### src/rtl/interp_lin_ratio_if.sv
// Sample-in / interpolated-out bundle for interp_lin_ratio.
// The source drives in_data/in_valid; the interpolator drives everything else.
interface interp_lin_ratio_if #(
  parameter int IN_W  = 15,
  parameter int OUT_W = 18
);
  logic signed [IN_W-1:0]  in_data;
  logic                    in_valid;
  logic                    in_ready;
  logic signed [OUT_W-1:0] out_data;
  logic                    out_valid;
  logic                    seg_start;
  logic                    underrun;

  modport master (
    output in_data,
    output in_valid,
    input  in_ready,
    input  out_data,
    input  out_valid,
    input  seg_start,
    input  underrun
  );

  modport slave (
    input  in_data,
    input  in_valid,
    output in_ready,
    output out_data,
    output out_valid,
    output seg_start,
    output underrun
  );
endinterface

### src/rtl/interp_lin_ratio.sv
// Linear / zero-order-hold upsampler by 2^LOG2_RATIO with a one-deep input buffer.
// On underrun it holds the last sample (flat segment) rather than extrapolating.
module interp_lin_ratio #(
  parameter int IN_W       = 15,
  parameter int LOG2_RATIO = 3,
  parameter int OUT_W      = 18
) (
  input  logic              clock,
  input  logic              reset_n,
  input  logic              tick,
  input  logic              mode,
  input  logic              flush,
  interp_lin_ratio_if.slave bus
);

  localparam int ACC_W  = IN_W + LOG2_RATIO + 1;
  localparam int STEP_W = IN_W + 1;
  localparam logic [LOG2_RATIO-1:0] PH_LAST = {LOG2_RATIO{1'b1}};
  localparam logic [LOG2_RATIO-1:0] PH_ONE  = LOG2_RATIO'(1);

  typedef enum logic [1:0] {
    ST_IDLE  = 2'd0,
    ST_PRIME = 2'd1,
    ST_RUN   = 2'd2
  } state_t;

  state_t                    r_state_r;
  logic signed [IN_W-1:0]    r_cur_r;
  logic signed [IN_W-1:0]    r_prev_r;
  logic signed [IN_W-1:0]    r_buf_r;
  logic                      r_buf_vld_r;
  logic signed [ACC_W-1:0]   r_acc_r;
  logic signed [STEP_W-1:0]  r_step_r;
  logic [LOG2_RATIO-1:0]     r_ph_r;
  logic                      r_mode_q_r;
  logic signed [OUT_W-1:0]   r_out_data_r;
  logic                      r_out_valid_r;
  logic                      r_seg_start_r;
  logic                      r_underrun_r;

  logic                      w_in_ready_s;
  logic                      w_accept_s;
  logic                      w_wrap_s;
  logic                      w_prime_load_s;
  logic                      w_load_s;
  logic signed [IN_W-1:0]    w_new_cur_s;
  logic signed [IN_W-1:0]    w_new_prev_s;
  logic                      w_mode_eff_s;
  logic signed [STEP_W-1:0]  w_seg_step_s;
  logic signed [ACC_W-1:0]   w_seg_base_s;

  // Exact segment slope: one extra bit so the full-scale difference never truncates.
  function automatic logic signed [STEP_W-1:0] seg_diff(
    input logic signed [IN_W-1:0] a,
    input logic signed [IN_W-1:0] b
  );
    seg_diff = {b[IN_W-1], b} - {a[IN_W-1], a};
  endfunction

  function automatic logic signed [ACC_W-1:0] seg_base(input logic signed [IN_W-1:0] p);
    seg_base = {p[IN_W-1], p, {LOG2_RATIO{1'b0}}};
  endfunction

  function automatic logic signed [ACC_W-1:0] step_ext(input logic signed [STEP_W-1:0] s);
    step_ext = {{LOG2_RATIO{s[STEP_W-1]}}, s};
  endfunction

  // Handshake, wrap detection and the values a segment load would take.
  always_comb begin
    w_in_ready_s   = 1'b1;
    w_new_cur_s    = r_buf_r;
    w_new_prev_s   = r_prev_r;
    w_mode_eff_s   = r_mode_q_r;
    w_seg_step_s   = {STEP_W{1'b0}};
    if (r_state_r == ST_RUN) begin
      w_in_ready_s = ~r_buf_vld_r;
    end else begin
      w_in_ready_s = 1'b1;
    end
    w_accept_s     = bus.in_valid & w_in_ready_s;
    w_wrap_s       = (r_state_r == ST_RUN) & tick & (r_ph_r == PH_LAST);
    w_prime_load_s = (r_state_r == ST_PRIME) & w_accept_s;
    w_load_s       = w_prime_load_s | (w_wrap_s & r_buf_vld_r);
    if (w_prime_load_s) begin
      w_new_cur_s = bus.in_data;
    end else begin
      w_new_cur_s = r_buf_r;
    end
    // Every load and every flat (underrun) wrap retires cur into prev.
    if (w_load_s | w_wrap_s) begin
      w_new_prev_s = r_cur_r;
    end else begin
      w_new_prev_s = r_prev_r;
    end
    if (w_load_s) begin
      w_mode_eff_s = mode;
    end else begin
      w_mode_eff_s = r_mode_q_r;
    end
    if (w_load_s & w_mode_eff_s) begin
      w_seg_step_s = seg_diff(r_cur_r, w_new_cur_s);
    end else begin
      w_seg_step_s = {STEP_W{1'b0}};
    end
    w_seg_base_s = seg_base(r_cur_r);
  end

  // Control FSM, segment accumulator and registered outputs.
  always_ff @(posedge clock or negedge reset_n) begin
    if (!reset_n) begin
      r_state_r     <= ST_IDLE;
      r_cur_r       <= {IN_W{1'b0}};
      r_prev_r      <= {IN_W{1'b0}};
      r_buf_r       <= {IN_W{1'b0}};
      r_buf_vld_r   <= 1'b0;
      r_acc_r       <= {ACC_W{1'b0}};
      r_step_r      <= {STEP_W{1'b0}};
      r_ph_r        <= {LOG2_RATIO{1'b0}};
      r_mode_q_r    <= 1'b0;
      r_out_data_r  <= {OUT_W{1'b0}};
      r_out_valid_r <= 1'b0;
      r_seg_start_r <= 1'b0;
      r_underrun_r  <= 1'b0;
    end else if (flush) begin
      r_state_r     <= ST_IDLE;
      r_buf_vld_r   <= 1'b0;
      r_acc_r       <= {ACC_W{1'b0}};
      r_step_r      <= {STEP_W{1'b0}};
      r_ph_r        <= {LOG2_RATIO{1'b0}};
      r_out_data_r  <= {OUT_W{1'b0}};
      r_out_valid_r <= 1'b0;
      r_seg_start_r <= 1'b0;
      r_underrun_r  <= 1'b0;
    end else begin
      r_out_valid_r <= 1'b0;
      r_seg_start_r <= 1'b0;
      r_underrun_r  <= 1'b0;
      r_prev_r      <= w_new_prev_s;
      r_mode_q_r    <= w_mode_eff_s;
      case (r_state_r)
        ST_IDLE: begin
          if (w_accept_s) begin
            r_cur_r   <= bus.in_data;
            r_state_r <= ST_PRIME;
          end
        end
        ST_PRIME: begin
          if (w_accept_s) begin
            r_cur_r   <= bus.in_data;
            r_acc_r   <= w_seg_base_s;
            r_step_r  <= w_seg_step_s;
            r_ph_r    <= {LOG2_RATIO{1'b0}};
            r_state_r <= ST_RUN;
          end
        end
        ST_RUN: begin
          if (tick) begin
            r_out_data_r  <= r_acc_r[IN_W+LOG2_RATIO-1 -: OUT_W];
            r_out_valid_r <= 1'b1;
            r_seg_start_r <= (r_ph_r == {LOG2_RATIO{1'b0}});
            r_ph_r        <= r_ph_r + PH_ONE;
            if (w_wrap_s) begin
              r_acc_r <= w_seg_base_s;
              if (r_buf_vld_r) begin
                r_cur_r     <= r_buf_r;
                r_step_r    <= w_seg_step_s;
                r_buf_vld_r <= 1'b0;
              end else begin
                r_step_r     <= {STEP_W{1'b0}};
                r_underrun_r <= 1'b1;
              end
            end else begin
              r_acc_r <= r_acc_r + step_ext(r_step_r);
            end
          end
          // Placed after the drain so a same-cycle accept keeps the buffer full.
          if (w_accept_s) begin
            r_buf_r     <= bus.in_data;
            r_buf_vld_r <= 1'b1;
          end
        end
        default: begin
          r_state_r   <= ST_IDLE;
          r_buf_vld_r <= 1'b0;
          r_ph_r      <= {LOG2_RATIO{1'b0}};
        end
      endcase
    end
  end

  assign bus.in_ready  = w_in_ready_s;
  assign bus.out_data  = r_out_data_r;
  assign bus.out_valid = r_out_valid_r;
  assign bus.seg_start = r_seg_start_r;
  assign bus.underrun  = r_underrun_r;

endmodule
### src/flat_wrapper.sv
// flat-port wrapper written by rule: the top's interface ports become plain ports
module interp_lin_ratio_flat 
#(
  parameter int IN_W       = 15,
  parameter int LOG2_RATIO = 3,
  parameter int OUT_W      = 18
)
  (clock, reset_n, tick, mode, flush, bus_in_data, bus_in_valid, bus_in_ready, bus_out_data, bus_out_valid, bus_seg_start, bus_underrun);
  interp_lin_ratio_if #(.IN_W(IN_W), .OUT_W(OUT_W)) bus_i ();
  input  logic clock;
  input  logic reset_n;
  input  logic tick;
  input  logic mode;
  input  logic flush;
  input wire logic [$bits(bus_i.in_data)-1:0] bus_in_data;
  input wire logic [$bits(bus_i.in_valid)-1:0] bus_in_valid;
  output wire logic [$bits(bus_i.in_ready)-1:0] bus_in_ready;
  output wire logic [$bits(bus_i.out_data)-1:0] bus_out_data;
  output wire logic [$bits(bus_i.out_valid)-1:0] bus_out_valid;
  output wire logic [$bits(bus_i.seg_start)-1:0] bus_seg_start;
  output wire logic [$bits(bus_i.underrun)-1:0] bus_underrun;
  assign bus_i.in_data = bus_in_data;
  assign bus_i.in_valid = bus_in_valid;
  assign bus_in_ready = bus_i.in_ready;
  assign bus_out_data = bus_i.out_data;
  assign bus_out_valid = bus_i.out_valid;
  assign bus_seg_start = bus_i.seg_start;
  assign bus_underrun = bus_i.underrun;
  interp_lin_ratio #(.IN_W(IN_W), .LOG2_RATIO(LOG2_RATIO), .OUT_W(OUT_W)) u_core (.clock(clock), .reset_n(reset_n), .tick(tick), .mode(mode), .flush(flush), .bus(bus_i));
endmodule
### config.mk
export PLATFORM = sky130hd
export DESIGN_NAME = interp_lin_ratio_flat
export DESIGN_NICKNAME = d
export VERILOG_FILES = /design/src/rtl/interp_lin_ratio_if.sv /design/src/rtl/interp_lin_ratio.sv /design/src/flat_wrapper.sv
export SDC_FILE = /design/constraint.sdc
export NUM_CORES = 1
export LEC_CHECK = 0
export ABC_AREA = 1
export BUFFER_PORTS_ARGS = -buffer_cell sky130_fd_sc_hd__buf_2
export CAP_MARGIN = 5
export CORE_UTILIZATION = 40
export DETAILED_ROUTE_END_ITERATION = 8
export HOLD_SLACK_MARGIN = 0.08
export PLACE_DENSITY = 0.58
export SYNTH_ARGS = -nofsm -noshare
export SYNTH_HDL_FRONTEND = slang
export SYNTH_SLANG_ARGS = --single-unit
### constraint.sdc
create_clock -name clock -period 5.9 [get_ports clock]
set_clock_uncertainty 0.1 [all_clocks]
set_input_delay 0.59 -clock clock [delete_from_list [all_inputs] [get_ports clock]]
set_output_delay 0.59 -clock clock [all_outputs]
set_load 0.1 [all_outputs]
# ---- Word level (Yosys, flattened, before mapping)
# Index checks and enable logic that the tools add are counted.
dict set report totals {
  regBits 93
  word_cells 102
}
dict set report op_classes {
  n_addsub 3
  eq_ne 16
  n_mux 47
  bitwise_logic 9
  reduce_logical 15
}
# operator n
set op_table {}
lappend op_table {{$mux W16} 6}
lappend op_table {{$mux W19} 4}
lappend op_table {{$mux W15} 5}
lappend op_table {{$mux W18} 3}
lappend op_table {{$pmux W19 S2} 1}
lappend op_table {{$pmux W16 S2} 1}
lappend op_table {{$pmux W15 S2} 1}
lappend op_table {{$add A19 B16 Y19} 1}
lappend op_table {{$mux W1} 17}
lappend op_table {{$sub A15 B15 Y16} 1}
lappend op_table {{$reduce_and A3 Y1} 5}
lappend op_table {{$mux W3} 3}
lappend op_table {{$ne A3 B2 Y1 const B} 3}
lappend op_table {{$pmux W3 S3} 1}
lappend op_table {{$ne A2 B1 Y1 const B} 4}
lappend op_table {{$and A1 B1 Y1} 6}
lappend op_table {{$mux W2} 3}
lappend op_table {{$ne A2 B2 Y1 const B} 3}
lappend op_table {{$pmux W2 S3} 1}
lappend op_table {{$reduce_and A6 Y1} 1}
lappend op_table {{$reduce_bool A2 Y1} 3}
lappend op_table {{$ne A4 B2 Y1 const B} 1}
lappend op_table {{$ne A4 B3 Y1 const B} 1}
lappend op_table {{$reduce_and A4 Y1} 1}
lappend op_table {{other kinds (13)} 14}

# ---- Logic depth before layout (Yosys ltp)
# Gate-level depths: netlist of the first run.
dict set report depth {
  depth_word 13
  ltp_mapped 16
  depth_no_buf 15
}

# ---- Least setup slack after synthesis of the first run
# No wires, ideal clock.
dict set report synth_path {
  path_type {input-to-reg}
  start {input port bus_in_valid}
  end {register u_core.r_step_r[12]}
  setup_time_ns 0.123
  arrival_ns 2.337
  required_ns 5.677
  setup_slack_ns 3.340
  stages 13
  n_path_buf 1
  path_cell_list {nand2_1 > clkbuf_1 > o21ai_0 > ha_1 > fa_1 > inv_1 > nand3_1 > nand2_1 > nand3_1 > nand3_1 > a21oi_1 > o21ai_0 > nand2_1}
}
dict set report synth_via {
  elab_chain_len 11
  elab_cells_between_ends 16
  classes_between {add/sub (1); eq/ne (1); mux (9); bitwise (4); reduce/logical (1)}
}
# element line
set synth_rtl {}
lappend synth_rtl {{start: declaration} flat_wrapper.sv:16} ;# input wire logic [$bits(bus_i.in_valid)-1:0] bus_in_valid;
lappend synth_rtl {{$and A1 B1 Y1 (*)} interp_lin_ratio.sv:80} ;# w_accept_s = bus.in_valid & w_in_ready_s;
lappend synth_rtl {{parallel branches: the longest is 10 deep, another holds $sub A15 B15 Y16} --}
lappend synth_rtl {{end signal: assignment} interp_lin_ratio.sv:128} ;# r_step_r <= {STEP_W{1'b0}};
lappend synth_rtl {{end signal: assignment} interp_lin_ratio.sv:166} ;# r_step_r <= w_seg_step_s;
lappend synth_rtl {{end signal: assignment} interp_lin_ratio.sv:169} ;# r_step_r <= {STEP_W{1'b0}};
lappend synth_rtl {{end: declaration} interp_lin_ratio.sv:33} ;# logic signed [STEP_W-1:0] r_step_r;
# Mark *: on every way between the ends. The select of a mux whose other input is x is not followed.
# A chain may end at the register's enable or synchronous reset.

# ---- Worst setup path after layout of the first run
dict set report layout_path {
  start {register u_core.r_state_r[0]}
  end {register u_core.r_step_r[12]}
}
dict set report layout_via {
  elab_chain_len 13
  elab_cells_between_ends 25
  classes_between {add/sub (1); eq/ne (5); mux (10); bitwise (7); reduce/logical (2)}
}
# element line
set layout_rtl {}
lappend layout_rtl {{start: declaration} interp_lin_ratio.sv:27} ;# state_t r_state_r;
lappend layout_rtl {{start signal: assignment} interp_lin_ratio.sv:111} ;# r_state_r <= ST_IDLE;
lappend layout_rtl {{start signal: assignment} interp_lin_ratio.sv:125} ;# r_state_r <= ST_IDLE;
lappend layout_rtl {{start signal: assignment} interp_lin_ratio.sv:144} ;# r_state_r <= ST_PRIME;
lappend layout_rtl {{parallel branches: the longest is 13 deep, another holds $sub A15 B15 Y16} --}
# Parallel ways; which one is timed is not known. The select of a mux whose other input is x is not followed.

==> flow_results.xml, run 1 <==
<?xml version="1.0" encoding="UTF-8"?>
<metrics>
  <group name="setup_path">
    <metric name="slack_of_the_worst_reg_to_reg_path" unit="ps">2640</metric>
    <metric name="setup.worst_path.start" unit="">u_core.r_state_r[0]$_DFFE_PN0P_</metric>
    <metric name="worstSetupPathType" unit="">register to register</metric>
    <metric name="cp-endpoint" unit="">u_core.r_step_r[12]$_DFFE_PN0P_</metric>
    <metric name="r2r.worst_path.cells" unit="">14</metric>
    <metric name="arrival_time_of_data_at_the_critical_path_endpoint" unit="ps">3400</metric>
    <metric name="timing.critical_path.to_type" unit="">register</metric>
    <metric name="timing.critical_path.required" unit="ps">6040</metric>
    <metric name="r2r-end" unit="">u_core.r_step_r[12]$_DFFE_PN0P_</metric>
    <metric name="crit-reg2reg-launch" unit="">u_core.r_state_r[0]$_DFFE_PN0P_</metric>
    <metric name="worst_path_max_fanout" unit="">32</metric>
    <metric name="critPathLaunchType" unit="">register</metric>
  </group>
  <group name="synthesis">
    <metric name="yosysWarnings" unit="">0</metric>
    <metric name="postSynthNetCount" unit="">839</metric>
    <metric name="mappedNetlistArea" unit="sq um">5780</metric>
    <metric name="synth.avg_cell_area" unit="sq um">7.41</metric>
    <metric name="asyncSetResetFlopFracSynth" unit="%">100</metric>
    <metric name="synthesis.instances" unit="">780</metric>
    <metric name="synth_ff_type" unit="">sky130_fd_sc_hd__dfrtp_1</metric>
    <metric name="ys_seq_elements" unit="">91</metric>
    <metric name="ys_seq_area_share" unit="%">39.4</metric>
    <metric name="synth-edff-count" unit="">0</metric>
    <metric name="synthDistinctLibCells" unit="">39</metric>
  </group>
  <group name="die">
    <metric name="die-height" unit="um">122</metric>
    <metric name="boundary_pins" unit="">43</metric>
    <metric name="die_w" unit="um">122</metric>
    <metric name="row_count" unit="">43</metric>
    <metric name="dieArea" unit="sq um">14900</metric>
    <metric name="initial_utilization" unit="%">41.3</metric>
    <metric name="core_area" unit="sq um">14000</metric>
  </group>
  <group name="detailed_routing">
    <metric name="vias" unit="">5115</metric>
    <metric name="route.final.wire_length" unit="um">14700</metric>
    <metric name="drt_pre_antenna_iters" unit="">5</metric>
    <metric name="route.detailed.wl_per_inst" unit="um">14.7</metric>
    <metric name="vias_per_cell" unit="">5.13</metric>
    <metric name="drc" unit="">0</metric>
    <metric name="drt_iter0_markers" unit="">246</metric>
    <metric name="ant_nets" unit="">0</metric>
  </group>
  <group name="timing">
    <metric name="timing.final.hold_violations" unit="">0</metric>
    <metric name="totalNegativeSetupSlack" unit="ps">0</metric>
    <metric name="hold_slack" unit="ps">73.5</metric>
    <metric name="finalMaxSlewViolations" unit="">0</metric>
    <metric name="finalSetupViolCount" unit="">0</metric>
    <metric name="worst_slew_margin_rel" unit="%">25.2</metric>
    <metric name="period_share" unit="%">55.3</metric>
    <metric name="max_freq" unit="MHz">307</metric>
    <metric name="worst-slew-pin-transition" unit="ps">1120</metric>
    <metric name="setup_repair_after_global_routing_missed_its_margin" unit="">false</metric>
    <metric name="period_needed" unit="ps">3260</metric>
  </group>
  <group name="clocking">
    <metric name="clk_pin_slew" unit="ps">70</metric>
    <metric name="number_of_sinks_on_the_clock_net" unit="">91</metric>
    <metric name="holdBufCountCts" unit="">0</metric>
    <metric name="cts.path.max_buffers" unit="">2</metric>
    <metric name="post_cts_resized" unit="">0</metric>
    <metric name="tritoncts.num_buffers" unit="">9</metric>
    <metric name="post-cts-setup-buffers" unit="">0</metric>
    <metric name="htree_num_levels" unit="">3</metric>
    <metric name="clock-root-buffer" unit="">sky130_fd_sc_hd__clkbuf_16</metric>
    <metric name="cts_tree" unit="">built</metric>
    <metric name="insertion_delay" unit="ps">350</metric>
  </group>
  <group name="cells_and_area">
    <metric name="layout.filler_cells" unit="">1448</metric>
    <metric name="layout-area-overhead-vs-synth" unit="%">10.7</metric>
    <metric name="fin_nets" unit="">871</metric>
    <metric name="ff_latch_area" unit="sq um">2280</metric>
    <metric name="insertedDiodeCount" unit="">0</metric>
    <metric name="layout-drive-gt1-share" unit="%">9.42</metric>
    <metric name="multi_input_area" unit="sq um">3050</metric>
  </group>
  <group name="job">
    <metric name="drv_cap" unit="">0</metric>
  </group>
  <group name="placed_design">
    <metric name="io_buffer_count" unit="">42</metric>
    <metric name="globalplace.congestion" unit="">0.884</metric>
    <metric name="dp.final_hpwl" unit="um">11300</metric>
  </group>
  <group name="grt">
    <metric name="globalRouteTotalUtil" unit="%">21.1</metric>
    <metric name="total_congestion_overflow_after_global_routing" unit="">0</metric>
    <metric name="grt_pass1_vias" unit="">4850</metric>
    <metric name="number_of_antenna_violations_at_the_first_check_in_global_routing" unit="">0</metric>
    <metric name="grt_max_degree" unit="">59</metric>
    <metric name="global_route_wire_length_before_repair" unit="um">24300</metric>
  </group>
  <group name="power">
    <metric name="areal_power_density_over_the_cells" unit="nW/um^2">327</metric>
    <metric name="cellLeakagePower" unit="nW">3.33</metric>
    <metric name="max-vdd-ir-drop" unit="V">0.000131</metric>
  </group>
  <group name="worst_hold_path">
    <metric name="hold_path.class" unit="">input pin to asynchronous set/reset pin</metric>
  </group>
  <group name="run_status">
    <metric name="outcome" unit="">finished clean</metric>
  </group>
</metrics>
==> cell usage in the layout (no fill, tap or decap), types with 8 or more instances in the layout <==
cell type                   count
sky130_fd_sc_hd__nor2_1        45
sky130_fd_sc_hd__nand3_1       53
sky130_fd_sc_hd__clkbuf_16      9
sky130_fd_sc_hd__nand2_1      230
sky130_fd_sc_hd__inv_1         80
sky130_fd_sc_hd__a21oi_1       53
sky130_fd_sc_hd__dfrtp_1       91
sky130_fd_sc_hd__o211ai_1      14
sky130_fd_sc_hd__ha_1          36
sky130_fd_sc_hd__xnor2_1        8
sky130_fd_sc_hd__o21ai_0       89
sky130_fd_sc_hd__buf_2         41
sky130_fd_sc_hd__o21ai_1       11
==> through the flow <==
| step | total power (W) | area [sq um] | cells | util (%) | setup slack [ps] |
|---|---|---|---|---|---|
| 2_1_floorplan | 0.00134 | 5780 | 780 | - | 3340 |
| 3_3_place_gp | 0.00152 | 6110 | 981 | 43.7 | 2720 |
| 3_5_place_dp | 0.00153 | 6110 | 981 | 43.7 | 2540 |
| 4_1_cts | 0.00211 | 6400 | 997 | 45.7 | 2670 |
| 5_1_grt | 0.00225 | 6400 | 997 | 45.7 | 2320 |
| 6_report | 0.00209 | 6400 | 997 | 45.7 | 2640 |
==> critical path, stage by stage, from the launching register on <==
cell                      delay (ps)
sky130_fd_sc_hd__dfrtp_1         400
sky130_fd_sc_hd__inv_1            80
sky130_fd_sc_hd__nor2_1          150
sky130_fd_sc_hd__nand2_1         530
sky130_fd_sc_hd__o21ai_0         560
sky130_fd_sc_hd__inv_1           120
sky130_fd_sc_hd__fa_1            450
sky130_fd_sc_hd__inv_1           120
sky130_fd_sc_hd__nand3_1          90
sky130_fd_sc_hd__nand2_1         140
sky130_fd_sc_hd__nand3_1          90
sky130_fd_sc_hd__nand3_1         100
sky130_fd_sc_hd__a21oi_1          70
sky130_fd_sc_hd__o21ai_0          80
sky130_fd_sc_hd__nand2_1          60
==> registers in the layout, summed over array words and instances (netlist names), 2 cells and up <==
signal,count
u_core.bus.out_data,18
u_core.r_acc_r,18
u_core.r_buf_r,15
u_core.r_cur_r,15
u_core.r_ph_r,3
u_core.r_state_r,2
u_core.r_step_r,16
==> cell type report <==
cell class	instances	area share (%)
multi-input combinational	581	47.7
sequential	91	35.6
inverter	84	5.07
timing repair buffer	45	3.68
clock buffer	9	3.52
tap	180	3.52
clock inverter	7	0.939
==> routing by layer <==
| layer | GRT usage (%) | share of wire [%] | up-vias |
|---|---|---|---|
| li1 | - | - | 2630 |
| met1 | 30.2 | 52 | 2379 |
| met2 | 32.4 | 44 | 88 |
| met3 | 3.51 | 2.5 | 18 |
| met4 | 6.25 | 1.6 | 0 |
| met5 | 0 | 0 | - |
==> synth_stat cells (all sizes together) (8+ instances only) <==
cell type	number	area, sq um
dfrtp	91	2280
nand3	55	285
o211ai	14	105
inv	83	319
xnor2	8	70.1
clkbuf	12	45.0
a21oi	53	265
o21ai	101	509
ha	36	450
buf	12	82.6
nand2	233	887
nor2	49	218
==> worst min path at each step <==
stage                                        start  slack (ps)                                 end  cells past startpoint
finish                                     reset_n          70      u_core.bus.out_valid$_DFF_PN0_                      1
detailed placement  u_core.r_buf_vld_r$_DFFE_PN0P_         350       u_core.bus.underrun$_DFF_PN0_                      1
floorplan                                  reset_n         190  u_core.bus.out_data[0]$_DFFE_PN0P_                      0
global route                               reset_n         100      u_core.bus.out_valid$_DFF_PN0_                      1
CTS                                        reset_n          90      u_core.bus.out_valid$_DFF_PN0_                      1
global placement    u_core.r_buf_vld_r$_DFFE_PN0P_         350       u_core.bus.underrun$_DFF_PN0_                      1
==> where the power goes <==
| group | internal (W) | total [W] | switching (W) | leakage (nW) |
|---|---|---|---|---|
| clock | 0.000293 | 0.000572 | 0.000279 | 0.137 |
| combinational | 0.000258 | 0.000756 | 0.000498 | 1.98 |
| sequential | 0.000709 | 0.000765 | 0.0000567 | 1.21 |
| total | 0.00126 | 0.00209 | 0.000834 | 3.33 |
==> logic make-up after synthesis <==
logic type	count (synthesis)	share of synthesized area (%)
fa+ha+maj	38	8.49
flops	91	39.4
compound gates	176	16.4
buf+inv	108	7.82
xor+xnor	12	1.82
simple gates	355	26.1
No activity file was read; power rests on OpenSTA's default activity.
==> run 2, diff against run 1 <==
clock period = 3.2 ns   (was 5.9 ns; I/O delays follow)
==> flow_results.xml, run 2 (synthesis results as in run 1) <==
<?xml version="1.0" encoding="UTF-8"?>
<metrics>
  <group name="timing">
    <metric name="timing.final.hold_violations" unit="">0</metric>
    <metric name="period_share" unit="%">90.6</metric>
    <metric name="worst-slew-pin-transition" unit="ps">815</metric>
    <metric name="max_freq" unit="MHz">345</metric>
    <metric name="finalSetupViolCount" unit="">0</metric>
    <metric name="period_needed" unit="ps">2900</metric>
    <metric name="setup_repair_after_global_routing_missed_its_margin" unit="">false</metric>
    <metric name="worst_slew_margin_rel" unit="%">45.7</metric>
    <metric name="totalNegativeSetupSlack" unit="ps">0</metric>
    <metric name="finalMaxSlewViolations" unit="">0</metric>
  </group>
  <group name="grt">
    <metric name="grt_max_degree" unit="">63</metric>
    <metric name="global_route_wire_length_before_repair" unit="um">24200</metric>
    <metric name="number_of_antenna_violations_at_the_first_check_in_global_routing" unit="">0</metric>
    <metric name="grt_pass1_vias" unit="">4913</metric>
    <metric name="globalRouteTotalUtil" unit="%">21.1</metric>
    <metric name="total_congestion_overflow_after_global_routing" unit="">0</metric>
  </group>
  <group name="cells_and_area">
    <metric name="fin_nets" unit="">879</metric>
    <metric name="fin_cells" unit="">1003</metric>
    <metric name="layout-area-overhead-vs-synth" unit="%">12.1</metric>
    <metric name="layout.cells.most_common_list" unit="">230 x sky130_fd_sc_hd__nand2_1, 91 x sky130_fd_sc_hd__dfrtp_1, 89 x sky130_fd_sc_hd__o21ai_0, 80 x sky130_fd_sc_hd__inv_1</metric>
    <metric name="insertedDiodeCount" unit="">0</metric>
    <metric name="most_common_library_cell_in_the_layout_ignoring_fill_and_taps" unit="">sky130_fd_sc_hd__nand2_1</metric>
    <metric name="layout-drive-gt1-share" unit="%">9.96</metric>
    <metric name="final_util" unit="%">46.3</metric>
  </group>
  <group name="power">
    <metric name="cellLeakagePower" unit="nW">3.38</metric>
    <metric name="internal_power" unit="W">0.00246</metric>
    <metric name="switching_fraction" unit="%">37.5</metric>
    <metric name="max-vdd-ir-drop" unit="V">0.000313</metric>
    <metric name="combinationalPowerShare" unit="%">36.0</metric>
    <metric name="areal_power_density_over_the_cells" unit="nW/um^2">608</metric>
    <metric name="proportion_of_power_drawn_by_flip_flops_and_latches" unit="%">35.9</metric>
    <metric name="net-switching-power" unit="W">0.00148</metric>
    <metric name="clock_power_share" unit="%">28.1</metric>
  </group>
  <group name="clocking">
    <metric name="htree_num_levels" unit="">3</metric>
    <metric name="clk_pin_slew" unit="ps">70</metric>
    <metric name="post_cts_resized" unit="">0</metric>
    <metric name="cts.path.max_buffers" unit="">2</metric>
    <metric name="post-cts-setup-buffers" unit="">0</metric>
    <metric name="clock-root-buffer" unit="">sky130_fd_sc_hd__clkbuf_16</metric>
    <metric name="tritoncts.num_buffers" unit="">9</metric>
    <metric name="number_of_sinks_on_the_clock_net" unit="">91</metric>
    <metric name="insertion_delay" unit="ps">350</metric>
    <metric name="cts_tree" unit="">built</metric>
  </group>
  <group name="setup_path">
    <metric name="slack_of_the_worst_reg_to_reg_path" unit="ps">300</metric>
    <metric name="r2r-end" unit="">u_core.r_step_r[12]$_DFFE_PN0P_</metric>
    <metric name="worst_path_max_fanout" unit="">13</metric>
    <metric name="crit-reg2reg-launch" unit="">u_core.r_state_r[0]$_DFFE_PN0P_</metric>
    <metric name="critPathLaunchType" unit="">register</metric>
    <metric name="r2r.worst_path.cells" unit="">14</metric>
    <metric name="arrival_time_of_data_at_the_critical_path_endpoint" unit="ps">3040</metric>
    <metric name="timing.critical_path.required" unit="ps">3340</metric>
    <metric name="timing.critical_path.to_type" unit="">register</metric>
    <metric name="worstSetupPathType" unit="">register to register</metric>
  </group>
  <group name="detailed_routing">
    <metric name="vias_per_cell" unit="">5.11</metric>
    <metric name="vias" unit="">5122</metric>
    <metric name="route.final.wire_length" unit="um">14600</metric>
    <metric name="drc" unit="">0</metric>
    <metric name="ant_nets" unit="">0</metric>
    <metric name="drt_pre_antenna_iters" unit="">5</metric>
    <metric name="route.detailed.wl_per_inst" unit="um">14.6</metric>
    <metric name="drt_iter0_markers" unit="">326</metric>
  </group>
  <group name="placed_design">
    <metric name="dp.final_hpwl" unit="um">11300</metric>
    <metric name="number_of_cells_in_the_design_after_placement" unit="">988</metric>
    <metric name="io_buffer_count" unit="">42</metric>
    <metric name="globalplace.congestion" unit="">0.907</metric>
  </group>
  <group name="run_status">
    <metric name="outcome" unit="">finished clean</metric>
  </group>
  <group name="die">
    <metric name="initial_utilization" unit="%">41.3</metric>
    <metric name="boundary_pins" unit="">43</metric>
    <metric name="dieArea" unit="sq um">14900</metric>
    <metric name="row_count" unit="">43</metric>
    <metric name="die-height" unit="um">122</metric>
    <metric name="core_area" unit="sq um">14000</metric>
    <metric name="die_w" unit="um">122</metric>
  </group>
  <group name="worst_hold_path">
    <metric name="worstHoldStart" unit="">bus_in_valid</metric>
    <metric name="hold_depth" unit="">3</metric>
    <metric name="min_delay_worst_endpoint" unit="">u_core.r_state_r[0]$_DFFE_PN0P_</metric>
    <metric name="hold_path.class" unit="">input pin to register</metric>
  </group>
  <group name="job">
    <metric name="drv_cap" unit="">0</metric>
  </group>
</metrics>
-- run 2: changes by cell type in the layout (fill, tap and decap cells not counted) --
cell,change
sky130_fd_sc_hd__clkinvlp_4,-1
sky130_fd_sc_hd__inv_6,-3
sky130_fd_sc_hd__clkinv_4,-3
sky130_fd_sc_hd__clkbuf_8,+3
sky130_fd_sc_hd__dlygate4sd3_1,+1
sky130_fd_sc_hd__buf_4,+7
sky130_fd_sc_hd__clkinv_2,+1
sky130_fd_sc_hd__bufinv_16,+1
-- run 2: layout make-up --
cell class	instances	area, sq um
clock inverters	2	35.0
fillers	1411	7510
flip-flops and latches	91	2280
multi-input cells	581	3050
well taps	180	225
repair buffers	53	298
clock buffers	12	267
inverters	84	324
-- run 2: per-stage QoR --
step | power, W | cell area [sq um] | hold WS, ps | worst slack, ps
after floorplan | 0.00246 | 5780 | -75.6 | 666
after global placement | 0.00284 | 6160 | 346 | 440
after detailed placement | 0.00284 | 6160 | 359 | 343
after CTS | 0.00397 | 6480 | 143 | 332
after global routing | 0.00423 | 6480 | 182 | 9.30
final | 0.00393 | 6480 | 158 | 299
-- run 2: worst max-delay path by stage --
stage | from | endpoint | slack [ps]
finish | u_core.r_state_r[0]$_DFFE_PN0P_ | u_core.r_step_r[12]$_DFFE_PN0P_ | 300
global route | u_core.r_state_r[0]$_DFFE_PN0P_ | u_core.r_step_r[12]$_DFFE_PN0P_ | 9
CTS | u_core.r_state_r[0]$_DFFE_PN0P_ | u_core.r_step_r[12]$_DFFE_PN0P_ | 330
detailed placement | u_core.r_state_r[0]$_DFFE_PN0P_ | u_core.r_step_r[12]$_DFFE_PN0P_ | 340
global placement | u_core.r_state_r[0]$_DFFE_PN0P_ | u_core.r_step_r[12]$_DFFE_PN0P_ | 440
floorplan | u_core.r_state_r[0]$_DFFE_PN0P_ | u_core.r_step_r[12]$_DFFE_PN0P_ | 670
-- run 2: worst max-delay path: stages, from the launching register on --
cell	delay [ps]
sky130_fd_sc_hd__dfrtp_1	400
sky130_fd_sc_hd__inv_1	90
sky130_fd_sc_hd__nor2_1	190
sky130_fd_sc_hd__nand2_1	270
sky130_fd_sc_hd__o21ai_0	400
sky130_fd_sc_hd__inv_1	110
sky130_fd_sc_hd__fa_1	440
sky130_fd_sc_hd__inv_1	130
sky130_fd_sc_hd__nand3_1	90
sky130_fd_sc_hd__nand2_1	150
sky130_fd_sc_hd__nand3_1	90
sky130_fd_sc_hd__nand3_1	100
sky130_fd_sc_hd__a21oi_1	60
sky130_fd_sc_hd__o21ai_0	100
sky130_fd_sc_hd__nand2_1	70
-- run 2: power groups by stage --
stage                     logic, W  clock network [W]  registers [W]
after CTS                  0.00142            0.00114        0.00141
after global routing       0.00162            0.00118        0.00143
final                      0.00142            0.00110        0.00141
after detailed placement   0.00141                  0        0.00143
after global placement     0.00142                  0        0.00143
after floorplan            0.00104                  0        0.00142
-- run 2: what timing repair did --
item,4_1_cts,5_1_grt
endpoints found under the hold margin,60,0
hold buffers,1,0
setup endpoints to repair,0,0
-- run 2: per-layer routing --
| layer | share of wire [%] | global-route usage (%) | wire, um |
|---|---|---|---|
| met5 | 0 | 0 | 0 |
| met3 | 2.5 | 2.76 | 359 |
| met4 | 1.9 | 8.38 | 272 |
| met2 | 44 | 32.1 | 6470 |
| met1 | 51 | 30.1 | 7510 |
